[config.mk]
export PLATFORM = sky130hd
export DESIGN_NAME = wash_cycle_sequencer
export DESIGN_NICKNAME = d
export VERILOG_FILES = /design/src/rtl/wash_pkg.sv /design/src/rtl/wash_cycle_sequencer_min_counter.sv /design/src/rtl/wash_cycle_sequencer.sv
export SDC_FILE = /design/constraint.sdc
export NUM_CORES = 1
export LEC_CHECK = 0
export CORE_MARGIN = 5
export CORE_UTILIZATION = 49
export CTS_CLUSTER_SIZE = 28
export DETAILED_ROUTE_END_ITERATION = 16
export PLACE_DENSITY = 0.83
export SLEW_MARGIN = 20
export SYNTH_ARGS = -nofsm -noshare
export SYNTH_HDL_FRONTEND = slang
export SYNTH_SLANG_ARGS = --single-unit
[constraint.sdc]
create_clock -name clk -period 2.7 [get_ports clk]
set_clock_uncertainty 0.05 [all_clocks]
set_input_delay 0.405 -clock clk [delete_from_list [all_inputs] [get_ports clk]]
set_output_delay 0.405 -clock clk [all_outputs]
set_load 0.05 [all_outputs]
[src/rtl/wash_pkg.sv]
// Shared types and constants for the washing-machine programme controller:
// state codes, default phase durations and the per-phase duration lookup.
package wash_pkg;

    typedef enum logic [2:0] {
        ST_IDLE  = 3'd0,
        ST_WASH  = 3'd1,
        ST_RINSE = 3'd2,
        ST_DRY   = 3'd3,
        ST_DONE  = 3'd4,
        ST_FAULT = 3'd5
    } wash_state_e;

    localparam int TIMER_W_DEF   = 7;
    localparam int WASH_MIN_DEF  = 30;
    localparam int RINSE_MIN_DEF = 30;
    localparam int DRY_MIN_DEF   = 45;

    // Non-phase states return 1 so the derived terminal limit is always 0.
    function automatic int phase_dur(input wash_state_e s, input int wash_min,
                                     input int rinse_min, input int dry_min);
        case (s)
            ST_WASH:  return wash_min;
            ST_RINSE: return rinse_min;
            ST_DRY:   return dry_min;
            default:  return 1;
        endcase
    endfunction

    function automatic logic is_active(input wash_state_e s);
        return (s == ST_WASH) || (s == ST_RINSE) || (s == ST_DRY);
    endfunction

    function automatic wash_state_e next_phase(input wash_state_e s);
        case (s)
            ST_WASH:  return ST_RINSE;
            ST_RINSE: return ST_DRY;
            ST_DRY:   return ST_DONE;
            default:  return ST_IDLE;
        endcase
    endfunction

endpackage

[src/rtl/wash_cycle_sequencer_min_counter.sv]
// Minute counter: clears, counts enabled ticks, flags when it sits on a loaded
// limit, and can optionally saturate at all-ones instead of wrapping.
module min_counter
    import wash_pkg::*;
#(
    parameter int W = TIMER_W_DEF
) (
    input  logic         clk,
    input  logic         rst,
    input  logic         clear_i,
    input  logic         enable_i,
    input  logic         tick_i,
    input  logic         sat_i,
    input  logic [W-1:0] limit_i,
    output logic [W-1:0] count_o,
    output logic         term_o
);

    logic [W-1:0] count_q;
    logic [W-1:0] count_d;
    logic         at_max;

    assign at_max = (count_q == {W{1'b1}});

    always_comb begin
        count_d = count_q;
        if (clear_i) begin
            count_d = '0;
        end else if (enable_i && tick_i && !(sat_i && at_max)) begin
            count_d = count_q + 1'b1;
        end
    end

    always_ff @(posedge clk) begin
        if (rst) begin
            count_q <= '0;
        end else begin
            count_q <= count_d;
        end
    end

    assign count_o = count_q;
    assign term_o  = (count_q == limit_i);

endmodule

[src/rtl/wash_cycle_sequencer.sv]
// Wash/rinse/dry programme controller with door interlock, pause and abort.
// All outputs are registered; phase reports the current state code.
module wash_cycle_sequencer
    import wash_pkg::*;
#(
    parameter int TIMER_W   = TIMER_W_DEF,
    parameter int WASH_MIN  = WASH_MIN_DEF,
    parameter int RINSE_MIN = RINSE_MIN_DEF,
    parameter int DRY_MIN   = DRY_MIN_DEF
) (
    input  logic               clk,
    input  logic               rst,
    input  logic               tick_min,
    input  logic               start,
    input  logic               pause,
    input  logic               abort,
    input  logic               door_closed,
    output logic               water,
    output logic               detergent,
    output logic               spin,
    output logic               door_lock,
    output logic               busy,
    output logic               done,
    output logic               fault,
    output logic [2:0]         phase,
    output logic [TIMER_W-1:0] elapsed
);

    wash_state_e        state_q, state_d;
    logic               water_q, detergent_q, spin_q, door_lock_q, busy_q, done_q, fault_q;
    logic               active_q;
    logic               start_ok;
    logic               count_en;
    logic               advance;
    logic               paused_now;
    logic               phase_term;
    logic [TIMER_W-1:0] phase_limit;
    logic [TIMER_W-1:0] unused_phase_cnt;
    logic               unused_elapsed_term;

    assign active_q    = is_active(state_q);
    assign start_ok    = (state_q == ST_IDLE) && start && door_closed;
    // Abort and door-open both outrank pause and tick, so they also block counting.
    assign count_en    = active_q && !abort && door_closed && !pause;
    assign advance     = count_en && tick_min && phase_term;
    assign paused_now  = active_q && pause;
    assign phase_limit = TIMER_W'(phase_dur(state_q, WASH_MIN, RINSE_MIN, DRY_MIN) - 1);

    min_counter #(.W(TIMER_W)) u_phase_cnt (
        .clk      (clk),
        .rst      (rst),
        .clear_i  (start_ok || advance || (active_q && abort)),
        .enable_i (count_en),
        .tick_i   (tick_min),
        .sat_i    (1'b0),
        .limit_i  (phase_limit),
        .count_o  (unused_phase_cnt),
        .term_o   (phase_term)
    );

    min_counter #(.W(TIMER_W)) u_elapsed_cnt (
        .clk      (clk),
        .rst      (rst),
        .clear_i  (start_ok),
        .enable_i (count_en),
        .tick_i   (tick_min),
        .sat_i    (1'b1),
        .limit_i  ({TIMER_W{1'b1}}),
        .count_o  (elapsed),
        .term_o   (unused_elapsed_term)
    );

    always_comb begin
        state_d = state_q;
        case (state_q)
            ST_IDLE: begin
                if (start_ok) state_d = ST_WASH;
            end
            ST_WASH, ST_RINSE, ST_DRY: begin
                if (abort)             state_d = ST_IDLE;
                else if (!door_closed) state_d = ST_FAULT;
                else if (advance)      state_d = next_phase(state_q);
            end
            ST_DONE:  state_d = ST_IDLE;
            ST_FAULT: begin
                if (abort) state_d = ST_IDLE;
            end
            default:  state_d = ST_IDLE;
        endcase
    end

    always_ff @(posedge clk) begin
        if (rst) begin
            state_q     <= ST_IDLE;
            water_q     <= 1'b0;
            detergent_q <= 1'b0;
            spin_q      <= 1'b0;
            door_lock_q <= 1'b0;
            busy_q      <= 1'b0;
            done_q      <= 1'b0;
            fault_q     <= 1'b0;
        end else begin
            state_q     <= state_d;
            water_q     <= ((state_d == ST_WASH) || (state_d == ST_RINSE)) && !paused_now;
            detergent_q <= (state_d == ST_WASH) && !paused_now;
            spin_q      <= (state_d == ST_DRY) && !paused_now;
            door_lock_q <= is_active(state_d);
            busy_q      <= is_active(state_d);
            done_q      <= (state_d == ST_DONE);
            fault_q     <= (state_d == ST_FAULT);
        end
    end

    assign water     = water_q;
    assign detergent = detergent_q;
    assign spin      = spin_q;
    assign door_lock = door_lock_q;
    assign busy      = busy_q;
    assign done      = done_q;
    assign fault     = fault_q;
    assign phase     = state_q;

endmodule

# Yosys cells after proc, flatten, opt, wreduce, memory -nomap -nowiden
# Cells that the tools add are included.
dict set report totals {
  register_bits 23
  out_inout_bits 17
  wordCells 59
}
dict set report op_classes {
  add_sub_neg 3
  n_eq_ne 11
  n_mux 8
  n_reduce_logical 28
}
# cell count
set ops {}
lappend ops {{3-bit one-hot mux with 3 select lines} 2}
lappend ops {{3-bit two-way mux} 5}
lappend ops {{7-bit by 1-bit adder with 7-bit output, second input constant} 2}
lappend ops {{1-bit logical AND} 13}
lappend ops {{3-bit by 2-bit equality test with 1-bit output, second input constant} 4}
lappend ops {{6-bit one-hot mux with 2 select lines} 1}
lappend ops {{3-bit equality test, second input constant} 3}
lappend ops {{7-bit equality test} 1}
lappend ops {{7-bit equality test, second input constant} 1}
lappend ops {{7-bit by 2-bit subtractor with 7-bit output, second input constant} 1}
lappend ops {{3-bit by 1-bit equality test with 1-bit output, second input constant} 2}
lappend ops {{1-bit logical OR} 6}
lappend ops {{2-bit OR reduction} 3}
lappend ops {{1-bit zero test} 4}
lappend ops {{3-bit zero test} 1}
lappend ops {{3-bit OR reduction} 1}

# Depth between registers and ports, before layout
# Gate-level depths: netlist of the first run.
dict set report depth {
  word_depth 15
  mapped_depth 9
}

# By module
# Synthesis of the first run repeated with hierarchy kept, for this count alone.
dict set report unflattened {
  cells_unflattened 168
  hier_area_um2 1564.0
}
# module instances cells_each area_each_um2 seq_area_each_um2
set modules_own_cells {}
lappend modules_own_cells {min_counter 2 53 501.7 140.1}
lappend modules_own_cells {wash_cycle_sequencer 1 62 560.5 180.2}

# Least setup slack after synthesis of the first run
# OpenSTA, ideal clock, no wires.
dict set report synth_path {
  kind {flip-flop to flip-flop}
  from {register state_q[1] (netlist: phase[1])}
  to {register water_q (netlist: water)}
  setup_time_ps 100
  arrival_ps 2442
  setup_slack_ps 108
  stages_incl_launch_ff 9
  n_path_buf 1
  period_less_slack_ps 2592
  path_cell_list {dfxtp_1 buf_2 nand2_1 or4b_1 o311ai_4 nand3_4 a21boi_1 o31a_4 a2111oi_4}
}
dict set report synth_via {
  elab_chain_len 15
  elab_cells_between_ends 32
}
# item line_no
set synth_lines {}
lappend synth_lines {{from (decl)} wash_cycle_sequencer.sv:29} ;# wash_state_e state_q, state_d;
lappend synth_lines {{from (signal assigned)} wash_cycle_sequencer.sv:103} ;# state_q <= state_d;
lappend synth_lines {{parallel branches: the longest is 14 deep, another holds 7-bit by 2-bit subtractor with 7-bit output} --}
lappend synth_lines {{1-bit logical AND (*)} wash_cycle_sequencer.sv:104} ;# water_q <= ((state_d == ST_WASH) || (state_d == ST_RINSE)) && !paused_now;
lappend synth_lines {{to (signal assigned)} wash_cycle_sequencer.sv:104}
lappend synth_lines {{to (decl)} wash_cycle_sequencer.sv:30} ;# logic water_q, detergent_q, spin_q, door_lock_q, busy_q, done_q, fault_q;
# Every way passes the cells marked *.
# A chain may end at the register's enable or synchronous reset.

# Worst setup path after layout of the first run
# Ends and elaborated chain as after synthesis.

==> summary.md, run 1 <==
| Metric | Value |
|---|---|
| Run status | `finished, final reports clean` |
| Fin crit share | `roughly 90%` |
| Routed via count | `967` |
| Clock Power Share | `approximately 26%` |
| Core box area | `between 0.002 and 0.0025 mm^2` |
| Die Span Y | `approximately 59 um` |
| Area Overhead vs Synth | `27.1%` |
| Cell Int Power | `roughly 440 uW` |
| Synth Register Bits | `23` |
| Worst setup EP type | `flip-flop` |
| Hold Violations, Final | `0` |
| Compound-cell area share of the yosys netlist | `between 10% and 20%` |
| Clock-pin transition on the worst setup and hold timing paths | `between 0.1 and 0.15 ns` |
| Fin nets | `160` |
| Gr usage total | `16.7%` |
| Slew @ Worst Pin | `slightly above 0.5 ns` |
| Crit Path Max Fanout | `9` |
| Hold Crit Class | `flip-flop to flip-flop` |
| R2r worst-path depth | `7` |
| Total CTS buffers | `3` |
| Register area share after synthesis | `39.8%` |
| Layout cell share with drive strength beyond 1 | `between 15 and 20%` |
| Detailed Routing Iterations Pass 1 | `4` |
| Delay-heaviest family, CP | `compound AO/OA/AOI/OAI gates` |
| # setup viols final | `0` |
| Largest family of logic cells by synthesized area | `simple AND/OR/NAND/NOR gates` |
| Avg Inst Size Synth | `9.63 um^2` |
| First-pass GRT wire length | `between 4000 and 5000 um` |
| Post-synthesis simple-gate area fraction | `28.0%` |
| Avg WL per Cell | `13.9 um` |
| Worst EP required | `2.86 ns` |
| Starting Density | `51.8%` |
| Post-synth EDFFs | `0` |
| CP arrival | `roughly 2.5 ns` |
| Syn Inst Count | `between 100 and 150` |
| Drc violations | `0` |
| Switching part of the total | `roughly 26%` |
| Crit-path max cell delay | `0.54 ns` |
| Ys async rst share | `0%` |
| CTS Root Cell | `clkbuf_4` |
| WP buf/inv | `0` |
| Syn nets | `~130` |
| CTS tree | `done` |
| Sw Pwr | `153 uW` |
| Total wire length | `around 2500 um` |
| Die area | `about 0.0034 mm^2` |
| Max Slew Vio Count | `0` |
| Pin count of the biggest net entering global routing | `13` |
| Setup TNS | `0 ns` |
| Adder-cell share of the synthesized area | `between 2 and 2.5%` |
| Synthesized cell area | `0.00116 mm^2` |
| Antenna viol nets, final | `0` |
| Post-CTS Repair Setup Buffers | `0` |
| Rows | `17` |
| Worst slew margin | `between 60% and 70%` |
| Grt ovf | `0` |
| Area fraction of the dominant cell type after synthesis | `roughly two fifths` |
| Leak Pwr | `roughly 0.53 nW` |
| Final Core Density | `65.8%` |
| WS Path Type | `flip-flop to flip-flop` |
| Clock sinks | `23` |
| N_diodes | `0` |
| # H-tree levels | `1` |
| Xor/xnor share of the synthesized area | `9.09%` |
| Gpl congestion | `approximately 0.84` |
| Post-DP HPWL | `just under 2000 um` |
| Hold path depth | `2` |
| CTS resizes | `0` |
| Seq pwr share | `a little under 60%` |
| Initial antenna violation count | `0` |
| Worst IR Drop VDD | `0.344 mV` |
| PwrDens | `between 400 and 500 mW/mm^2` |
| Mux share of post-synthesis cell area | `around 1.7%` |
| Synthesis Warnings | `0` |
| Die X | `58.6 um` |
| Cts hold-fix bufs | `0` |
| Final Critical Period | `2.36 ns` |
| Startpoint types | `flip-flop` |
| Vias in the first global route | `~1100` |
| Max Cap Viol | `0` |
| Stages on worst setup path | `7` |
| Synth cell types | `between 40 and 50` |
| Vias per inst | `~5.4` |
| Port buffer count | `23` |
| Post-synth top flop | `dfxtp_1` |
| First DRT Iteration DRCs | `6` |
| Slowest CP cell | `or4b_1` |
| Combinational fraction of design power | `around 16%` |
| I/O pins | `24` |
| RSZ-0062 raised after global routing | `no` |
| Cells taking the most area after synthesis | `dfxtp_1 40%, nor2_1 6.8%, xor2_1 6.8%` |
| Clk_lat worst skew | `about 0.3 ns` |
| Leading cell types in the layout, fill and taps excluded | `23 x dfxtp_1, 23 x clkdlybuf4s50_1, 21 x nor2_1` |
| Synth area leader | `dfxtp_1` |
| Buffer levels on the longest clock path | `2` |
| CP Cell Sequence | `nand2_1 > or4b_1 > o311ai_4 > nand3_4 > a21boi_1 > o31a_4 > a2111oi_4` |
| Fmax | `424 MHz` |
==> worst register-to-register path: stages (launching register included) <==
cell       delay [ns]
dfxtp_1          0.51
nand2_1          0.12
or4b_1           0.54
o311ai_4         0.15
nand3_4          0.10
a21boi_1         0.15
o31a_4           0.33
a2111oi_4        0.34
==> per-layer routing <==
metal	global-route usage [%]	part of all wire (%)	wire [um]
met5	0	0	0
met3	2.85	3.8	94
met2	29.3	49	1220
met4	9.06	2.5	61
met1	19.1	44	1090
==> cells by family after synthesis <==
group                    Yosys count
AND/OR/NAND/NOR                   56
flip-flops                        23
AO/OA/AOI/OAI                     19
XOR/XNOR                          12
buffers and inverters              6
multiplexers                       2
adder cells (fa/ha/maj)            2
==> area by class of cell <==
cell class,count,area [um^2]
well taps,28,35.0
inverters,2,7.51
fillers,197,764
multi-input cells,91,657
flip-flops and latches,23,460
repair buffers,30,283
clock buffers,4,26.3
==> cells in the mapped netlist (2+ instances only) <==
cell,n
a21boi_1,2
a21oi_1,7
and2_1,2
and3_1,2
and4_1,2
buf_4,2
dfxtp_1,23
ha_1,2
mux2i_1,2
nand2_1,8
nand4_1,6
nor2_1,21
xnor2_1,3
xor2_1,9
==> power groups by stage <==
stage / logic [mW] / clock network, mW / registers, mW
after global routing: 0.102 / 0.180 / 0.349
after floorplan: 0.0459 / 0 / 0.372
after CTS: 0.0961 / 0.159 / 0.348
after global placement: 0.0940 / 0 / 0.355
after detailed placement: 0.0958 / 0 / 0.355
final: 0.0958 / 0.152 / 0.347
==> final timing paths <==
path / startpoint / to / slack (ns)
min: u_elapsed_cnt.count_o[6]$_SDFFE_PP0P_ / u_elapsed_cnt.count_o[6]$_SDFFE_PP0P_ / 0.47
max reg2reg: phase[1]$_SDFF_PP0_ / water$_SDFF_PP0_ / 0.34
min reg2reg: u_elapsed_cnt.count_o[6]$_SDFFE_PP0P_ / u_elapsed_cnt.count_o[6]$_SDFFE_PP0P_ / 0.47
max: phase[1]$_SDFF_PP0_ / water$_SDFF_PP0_ / 0.34
==> through the flow <==
stage	setup slack, ns	cell area (um^2)	hold WS (ns)	power (mW)	std cells
2_1_floorplan	0.108	1160	0.427	0.418	120
6_report	0.339	1470	0.471	0.595	178
3_5_place_dp	0.0518	1440	0.451	0.451	174
3_3_place_gp	0.136	1440	0.436	0.449	174
5_1_grt	0.194	1470	0.546	0.631	178
4_1_cts	0.333	1470	0.482	0.603	178
(Power assumes the default switching activity.)
==> run 2: changes to the inputs <==
--- a/config.mk
+++ b/config.mk
@@ -6,11 +6,10 @@
 export NUM_CORES = 1
 export LEC_CHECK = 0
 export CORE_MARGIN = 5
-export CORE_UTILIZATION = 49
+export CORE_UTILIZATION = 45
 export CTS_CLUSTER_SIZE = 28
 export DETAILED_ROUTE_END_ITERATION = 16
-export PLACE_DENSITY = 0.83
-export SLEW_MARGIN = 20
+export PLACE_DENSITY = 0.78
 export SYNTH_ARGS = -nofsm -noshare
 export SYNTH_HDL_FRONTEND = slang
 export SYNTH_SLANG_ARGS = --single-unit
==> constraint.sdc (replaced) <==
create_clock -name clk -period 2.1 [get_ports clk]
set_clock_uncertainty 0.05 [all_clocks]
set_input_delay 0.315 -clock clk [delete_from_list [all_inputs] [get_ports clk]]
set_output_delay 0.315 -clock clk [all_outputs]
set_load 0.05 [all_outputs]
==> run 2 against run 1 <==
  * The flow now finishes with violations (setup timing)
  * Final area up 18%
  * Hold slack gained 0.0021 ns
  * Worst setup slack worse by 0.43 ns
  * Combinational power rose by 56%
  * Core utilization up 4.1 points
  * Critical path depth rose by 1
  * Cell count rose by 12%
  * Routed wire length increased by 21%
==> summary.md, run 2 (synthesis results as in run 1) <==
| Metric | Value |
|---|---|
| Slew @ Worst Pin | `0.518 ns (+0.00260 ns)` |
| Reg2reg start | `phase[1]$_SDFF_PP0_` |
| Non-Filler Instances | `199 (+12%)` |
| Placement Setup Slack | `-0.459 ns (-0.511 ns)` |
| CP arrival | `2.36 ns (-0.16 ns)` |
| Gr usage total | `17.5% (+0.79 points)` |
| Post-DP HPWL | `2070 um (+5.4%)` |
| Clk_lat worst skew | `0.30 ns (about the same)` |
| R2r worst-path depth | `8 (+1)` |
| Fin nets | `179 (+12%)` |
| Max Slew Vio Count | `0 (unchanged)` |
| Avg WL per Cell | `15.0 um (+8.5%)` |
| Failing checks | `setup timing` |
| Worst EP required | `2.27 ns (-0.59 ns)` |
| Dpl cells | `191 (+9.8%)` |
| Top sig layer | `met4` |
| CTS tree | `done` |
| Worst slew margin | `65.3% (-0.17 points)` |
| RSZ-0062 raised after global routing | `yes` |
| Layout cell share with drive strength beyond 1 | `33.1% (+18 points)` |
| Buffer levels on the longest clock path | `2 (unchanged)` |
| Worst setup EP type | `flip-flop` |
| Met2 wire len | `1540 um (+26%)` |
| Routed wl met3 | `146 um (+55%)` |
| Most common cell after layout, fill and taps aside | `buf_4` |
| Routed via count | `1074 (+11%)` |
| First-pass GRT wire length | `4840 um (+6.7%)` |
| Startpoint types | `flip-flop` |
| Hold path depth | `2 (unchanged)` |
| Area Overhead vs Synth | `49.8%` |
| Antenna viol nets, final | `0 (unchanged)` |
| Leak Pwr | `0.686 nW (+29%)` |
| Total wire length | `2990 um (+21%)` |
| # H-tree levels | `1 (unchanged)` |
| Initial antenna violation count | `0 (unchanged)` |
| Fmax | `456 MHz (+7.5%)` |
| Drc violations | `0 (unchanged)` |
| Final hold slack | `0.473 ns (+0.00215 ns)` |
| Leading cell types in the layout, fill and taps excluded | `25 x buf_4, 20 x dfxtp_1, 20 x clkdlybuf4s50_1` |
| Gpl congestion | `0.857 (+2.6%)` |
| Wire length on met1 | `1240 um (+14%)` |
| Rows | `18 (+1)` |
| N_diodes | `0 (unchanged)` |
| Final Core Density | `69.9% (+4.1 points)` |
| Hold Crit Endpoint | `u_elapsed_cnt.count_o[6]$_SDFFE_PP0P_` |
| Post-route cell area | `0.00173 mm^2 (+18%)` |
| Filler cells | `188 (-4.6%)` |
| Setup TNS | `-0.429 ns (-0.429 ns)` |
| Reg2reg end | `done$_SDFF_PP0_` |
| Clock sinks | `23 (unchanged)` |
| # setup viols final | `6 (+6)` |
| Die area | `0.00368 mm^2 (+7.3%)` |
| Hold Violations, Final | `0 (unchanged)` |
| Die X | `60.7 um (+3.6%)` |
| WS Path Type | `flip-flop to flip-flop` |
| Setup ws final | `-0.0950 ns (-0.434 ns)` |
| Fin crit share | `105% (+17 points)` |
| I/O pins | `24 (unchanged)` |
| CTS Root Cell | `clkbuf_4` |
| Vias in the first global route | `1102 (+4.7%)` |
| Crit Path Max Fanout | `6 (-3)` |
| Worst IR Drop VDD | `0.524 mV (+52%)` |
| Vias per inst | `5.40 (-0.66%)` |
| Final Critical Period | `2.19 ns (-0.166 ns)` |
| Tot Pwr | `792 uW (+33%)` |
| Clock-pin transition on the worst setup and hold timing paths | `0.11 ns (about the same)` |
| Run status | `finished, violations left` |
| Hold Crit Class | `flip-flop to flip-flop` |
| First DRT Iteration DRCs | `46 (+40)` |
| Core box area | `0.00248 mm^2 (+11%)` |
| Max Cap Viol | `0 (unchanged)` |
| Flop-to-flop setup slack | `-0.09 ns (-0.43 ns)` |
| Min-delay src | `u_elapsed_cnt.count_o[6]$_SDFFE_PP0P_` |
| Detailed Routing Iterations Pass 1 | `4 (unchanged)` |
| PwrDens | `457 mW/mm^2 (+13%)` |
| Grt ovf | `0 (unchanged)` |
| Pin count of the biggest net entering global routing | `13 (unchanged)` |
| Port buffer count | `23 (unchanged)` |
| Total CTS buffers | `3 (unchanged)` |
| Starting Density | `46.7% (-5.1 points)` |
| Die Span Y | `60.7 um (+3.6%)` |
| Post-DP Area | `0.00158 mm^2 (+9.5%)` |
run 2: cell types whose count changed in the layout (fill, tap and decap cells not counted), sizes merged:
cell	previous run	this run
buf	7	26
clkdlybuf4s50	23	20
dlygate4sd2	0	2
dlymetal6s2s	0	1
run 2: routing by layer:
layer,track usage (%),vias to the layer above
li1,-,524
met1,21.1,515
met2,28.9,27
met3,3.83,8
met4,9.29,0
met5,0,-
run 2: worst max path at each step:
stage,slack [ns],to,startpoint,cells past startpoint
2_1_floorplan,-0.18,water$_SDFF_PP0_,phase[1]$_SDFF_PP0_,8
3_3_place_gp,-0.37,water$_SDFF_PP0_,door_closed,8
3_5_place_dp,-0.46,fault$_SDFF_PP0_,door_closed,9
4_1_cts,-0.07,water$_SDFF_PP0_,phase[1]$_SDFF_PP0_,7
5_1_grt,-0.15,water$_SDFF_PP0_,phase[1]$_SDFF_PP0_,7
6_report,-0.09,done$_SDFF_PP0_,phase[1]$_SDFF_PP0_,8
run 2: repair_timing:
action | CTS | global route
pin swaps | 1 | 6
endpoints found under the hold margin | 0 | 0
hold buffers | 0 | 0
endpoints found under the setup margin | 7 | 9
resized for setup | 6 | 14
setup buffers | 3 | 1
run 2: where the power goes:
part           total (mW)  leakage (nW)  switching, mW  internal [mW]
Sequential          0.447         0.188        0.00716          0.440
Clock               0.195        0.0150          0.121         0.0741
Combinational       0.149         0.483         0.0830         0.0661
Total               0.792         0.686          0.211          0.580
run 2: layout make-up:
class | instances | area, um^2 | share of cell area, %
Clock buffer | 4 | 26.3 | 1.52
Inverter | 2 | 7.51 | 0.434
Multi-Input combinational cell | 91 | 759 | 43.9
Sequential cell | 23 | 472 | 27.2
Tap cell | 30 | 37.5 | 2.17
Timing Repair Buffer | 49 | 429 | 24.8
run 2: worst max-delay path, cell delays in order, from the launching register on:
cell and delay (ns):
dfxtp_4 0.41, o21ba_4 0.23, or4_4 0.42, o311ai_4 0.11, nand3_4 0.10, a21boi_4 0.15, o31a_4 0.36, buf_6 0.15
and2_4 0.13
